[src/rtl/enc_rd_ctrl.sv]
// enc_rd_ctrl: 8b/10b running-disparity controller and 10-bit symbol assembler with K28.5 insertion
module enc_rd_ctrl (
  input  logic       clk,
  input  logic       rst_n,
  input  logic       vld_in,
  input  logic       k_in,
  input  logic [4:0] d_5b,
  input  logic [5:0] d_6b,
  input  logic       alt_6b,
  input  logic [3:0] d_4b,
  output logic [9:0] sym_10b,
  output logic       vld_out,
  output logic       rd_out,
  output logic       code_err
);
  logic [2:0] p6, p4, p4_raw;
  logic       cmp6, rd_mid, a7, cmp4, rd_next, bad;
  logic [5:0] s6;
  logic [3:0] n4, s4;
  logic [9:0] k_sym;
  always_comb begin
    p6      = 3'($countones(d_6b));
    p4_raw  = 3'($countones(d_4b));
    cmp6    = rd_out & (alt_6b | (p6 != 3'd3) | (d_6b == 6'b111000));
    s6      = cmp6 ? ~d_6b : d_6b;
    rd_mid  = rd_out ^ (p6 != 3'd3);
    a7      = (d_4b == 4'b1110) && (rd_mid ? (d_5b == 5'd11 || d_5b == 5'd13 || d_5b == 5'd14)
                                           : (d_5b == 5'd17 || d_5b == 5'd18 || d_5b == 5'd20));
    n4      = a7 ? 4'b0111 : d_4b;
    p4      = 3'($countones(n4));
    cmp4    = rd_mid & ((p4 != 3'd2) | (n4 == 4'b1100));
    s4      = cmp4 ? ~n4 : n4;
    rd_next = rd_mid ^ (p4 != 3'd2);
    bad     = (p6 != 3'd3 && p6 != 3'd4) || (p4_raw != 3'd2 && p4_raw != 3'd3);
    k_sym   = rd_out ? 10'b1100000101 : 10'b0011111010;
  end
  always_ff @(posedge clk or negedge rst_n) begin
    if (!rst_n) begin
      sym_10b  <= '0;
      vld_out  <= 1'b0;
      rd_out   <= 1'b0;
      code_err <= 1'b0;
    end else begin
      vld_out  <= vld_in;
      code_err <= vld_in & ~k_in & bad;
      if (vld_in) begin
        sym_10b <= k_in ? k_sym : {s6, s4};
        rd_out  <= k_in ? ~rd_out : rd_next;
      end
    end
  end
endmodule
[config.mk]
export PLATFORM = sky130hd
export DESIGN_NAME = enc_rd_ctrl
export DESIGN_NICKNAME = d
export VERILOG_FILES = /design/src/rtl/enc_rd_ctrl.sv
export SDC_FILE = /design/constraint.sdc
export NUM_CORES = 1
export LEC_CHECK = 0
export BUFFER_PORTS_ARGS = -buffer_cell sky130_fd_sc_hd__buf_2
export CORE_ASPECT_RATIO = 1.25
export CORE_MARGIN = 2
export CORE_UTILIZATION = 30
export DETAILED_ROUTE_END_ITERATION = 10
export GPL_TIMING_DRIVEN = 0
export HOLD_SLACK_MARGIN = 0.05
export SLEW_MARGIN = 20
export SYNTH_ARGS = -nofsm -noshare
export SYNTH_HDL_FRONTEND = slang
export SYNTH_SLANG_ARGS = --single-unit
[constraint.sdc]
create_clock -name clk -period 3.4 [get_ports clk]
set_input_delay 0 -clock clk [delete_from_list [all_inputs] [get_ports clk]]
set_output_delay 0 -clock clk [all_outputs]
set_load 0.01 [all_outputs]
==> impl_results.md <==
- Worst path arrival time: 5.02 ns
- Fin nets: 210
- Inserted Diodes: 0
- Vias in the first global route: 1138
- Yosys cell types: 45
- Synth area leaders: dfrtp_1, fa_1, ha_1
- R2R depth: 14
- Placer's final routability congestion estimate: 0.806
- P&R area growth vs syn: 44.3%
- Fmax: 0.204 GHz
- Sw frac: 0.375
- Die ar.: 4360 sq um
- # Max-Cap Violations: 0
- Most frequent cells in the layout: buf_2, dfrtp_1, buf_4
- Ys flop type: dfrtp_1
- Cell Area, Synth: 1150 sq um
- Number of port buffers: 31
- Register-to-register path setup slack: -0.22 ns
- Syn. warnings: 0
- Critical R2R Launch: rd_out
- Remaining antenna violation count: 0
- Root Driver: clkbuf_8
- First-pass GRT wire length: 4930 microns
- Worst slew margin: 0.545
- Total internal power: 576 uW
- H-tree depth: 1
- Status: complete, but fails checks
- Total power: 922 uW
- Clock Power Share: 0.145
- Yosys reg bits: 13
- DR WL/cell: 13.7 microns
- Crit. End Element: flop
- Iteration count of the initial detailed-routing pass: 4
- Number of synthesized flops with an enable pin: 0
- Initial antenna violation count: 0
- Pre-CTS setup slack: -2.19 ns
- Gate count of the mapped netlist: 124
- Cell Pwr Density: 554 nW/um^2
- Post-synth top area share: 0.282
- Sequential power share: 0.250
- # clock sinks: 13
- Fin. Hold Viols: 0
- Kind of critical path: in -> reg
- Hold Path End: sym_10b[5]
- RSZ-0062 raised after global routing: true
- Clk_lat worst skew: 0.24 ns
- WHS Path Cells: 4
- Worst hold start: d_6b[1]
- Initial Util: 0.310
- DRT iter0 DRCs: 33
- TritonCTS clock tree: yes
- Period utilisation layout: 1.44
- CP startpoint kind: input pin
- Crit Reg-Reg Endpoint: sym_10b[0]
- Via-to-Cell Ratio: 5.25
- CTS Buf Count: 3
- Critical Path RT: 3.52 ns
- Die X-Extent: 59.5 microns
- Synthesized net count: 157
- Final clock skew: 0.00193 ns
- Remaining Overflow, GRT: 0
- Post-synthesis sequential area ratio: 0.282
- Clock Path Buffers: 2
- Largest area contributor in the netlist: dfrtp_1
- Asr flop ratio synth: 1.00
- Worst vdd rail ir drop: 0.000200 V
- Commonest non-fill, non-tap cell in the layout: buf_2
- Top-Level Pins: 33
- Die height: 73.3 microns
- Clock-pin slew on the worst setup and hold paths: 0.06 ns
- Worst Hold Class: in -> reg
- Leakage: 0.775 nW
- P_sw: 345 uW
- Final wirelength: 2960 microns
- Slew Viols, Final: 0
- Post-DP HPWL: 2250 microns
- Final setup violating endpoints: 5
- Min Tclk post-route: 4.89 ns
- Row count: 25
- Comb power frac: 0.605
- Violated checks: negative setup slack
- Largest net degree at the start of global routing: 14
- Overall Global Routing Usage: 0.146
- Syn Area/Cell: 9.30 sq um
- Vias: 1134
- Core area: 3720 sq um
- Share of cells above drive strength 1: 0.415
- Post-route DRC: 0
- Worst Path Max Fanout: 4
- Least-Margin Pin Slew: 0.681 ns
- Setup ws final: -1.49 ns
sequential cells by signal (all words and copies together), names as in the netlist:
| register | cells |
|---|---|
| vld_out | 1 |
| sym_10b | 10 |
| code_err | 1 |
| rd_out | 1 |
how the worst max path moves through the flow:
stage            start    endpoint  slack, ns  depth (start not counted)
2_1_floorplan  d_6b[0]  sym_10b[0]      -1.56                         21
3_3_place_gp   d_6b[0]  sym_10b[0]      -2.09                         22
3_5_place_dp   d_6b[0]  sym_10b[0]      -2.19                         22
4_1_cts        d_6b[0]  sym_10b[0]      -1.47                         22
5_1_grt        d_6b[0]  sym_10b[0]      -1.72                         22
6_report       d_6b[0]  sym_10b[0]      -1.49                         22
power by group through the flow:
stage	Sequential [mW]	Clock [mW]	Combinational, mW
2_1_floorplan	0.255	0	0.275
3_3_place_gp	0.232	0	0.415
4_1_cts	0.231	0.138	0.535
6_report	0.231	0.133	0.558
3_5_place_dp	0.233	0	0.426
5_1_grt	0.237	0.147	0.615
critical path, cell delays in order:
cell and delay, ns:
buf_12 0.09, inv_12 0.03, fa_1 0.55, fa_1 0.42, inv_1 0.07, ha_2 0.16, inv_2 0.03, fa_1 0.46
nand3b_1 0.24, xor2_2 0.25, mux2i_2 0.26, and2_4 0.21, nor2_4 0.04, fa_1 0.49, inv_1 0.04, ha_2 0.18
ha_4 0.27, nor3b_4 0.18, nand2_1 0.10, o221a_4 0.23, or4_1 0.47, o211a_1 0.22
synthesized netlist by cell type (all sizes together), types with 2 or more instances:
cell	instances
a21oi	7
xnor2	3
nor2b	2
o21ai	6
a311oi	3
a21o	4
a2bb2oi	2
xor2	2
nand2b	2
and3	2
nor2	5
clkbuf	4
nand4b	2
nand2	6
dfrtp	13
ha	8
fa	5
inv	13
nand3	5
o2bb2ai	6
what timing repair did:
action | in CTS | in global routing
setup buffers | 12 | 4
endpoints found under the hold margin | 14 | 0
setup endpoints to repair | 5 | 5
pin swaps | 8 | 5
hold buffers | 2 | 0
gates resized for setup | 11 | 4
final cells by class:
cell class,count,area [sq um]
buffer,5,20.0
clock buffer,3,41.3
clock inverter,1,5.00
fill,356,2060
inverter,14,67.6
multi-input combinational,92,838
sequential,13,325
tap,40,50.0
timing repair buffer,48,317
metal layers:
| layer | up-vias | wire (microns) | global-route usage |
|---|---|---|---|
| met2 | 35 | 1560 | 0.269 |
| met1 | 536 | 1200 | 0.165 |
| met3 | 6 | 163 | 0.0264 |
| met4 | 0 | 40 | 0.0505 |
| met5 | - | 0 | 0 |
| li1 | 557 | - | - |
metrics by stage:
stage	TNS (ns)	area (sq um)	hold WS [ns]	util	cells
floorplan	-6.27	1220	-0.296	-	124
global placement	-8.87	1420	-0.101	0.383	195
detailed placement	-9.35	1420	-0.0973	0.383	195
CTS	-6.37	1630	0.133	0.438	213
global route	-7.65	1660	0.172	0.447	216
finish	-6.45	1660	0.126	0.447	216
kinds of logic (layout without fill, tap and decap cells):
kind of cell | after synthesis | count (layout) | synth area share
flip-flops | 13 | 13 | 0.282
XOR/XNOR | 5 | 5 | 0.0380
AND/OR/NAND/NOR | 37 | 37 | 0.197
buffers and inverters | 19 | 71 | 0.0629
adder cells (fa/ha/maj) | 13 | 13 | 0.174
AO/OA/AOI/OAI | 36 | 36 | 0.238
multiplexers | 1 | 1 | 0.00868
(Power assumes the default switching activity.)
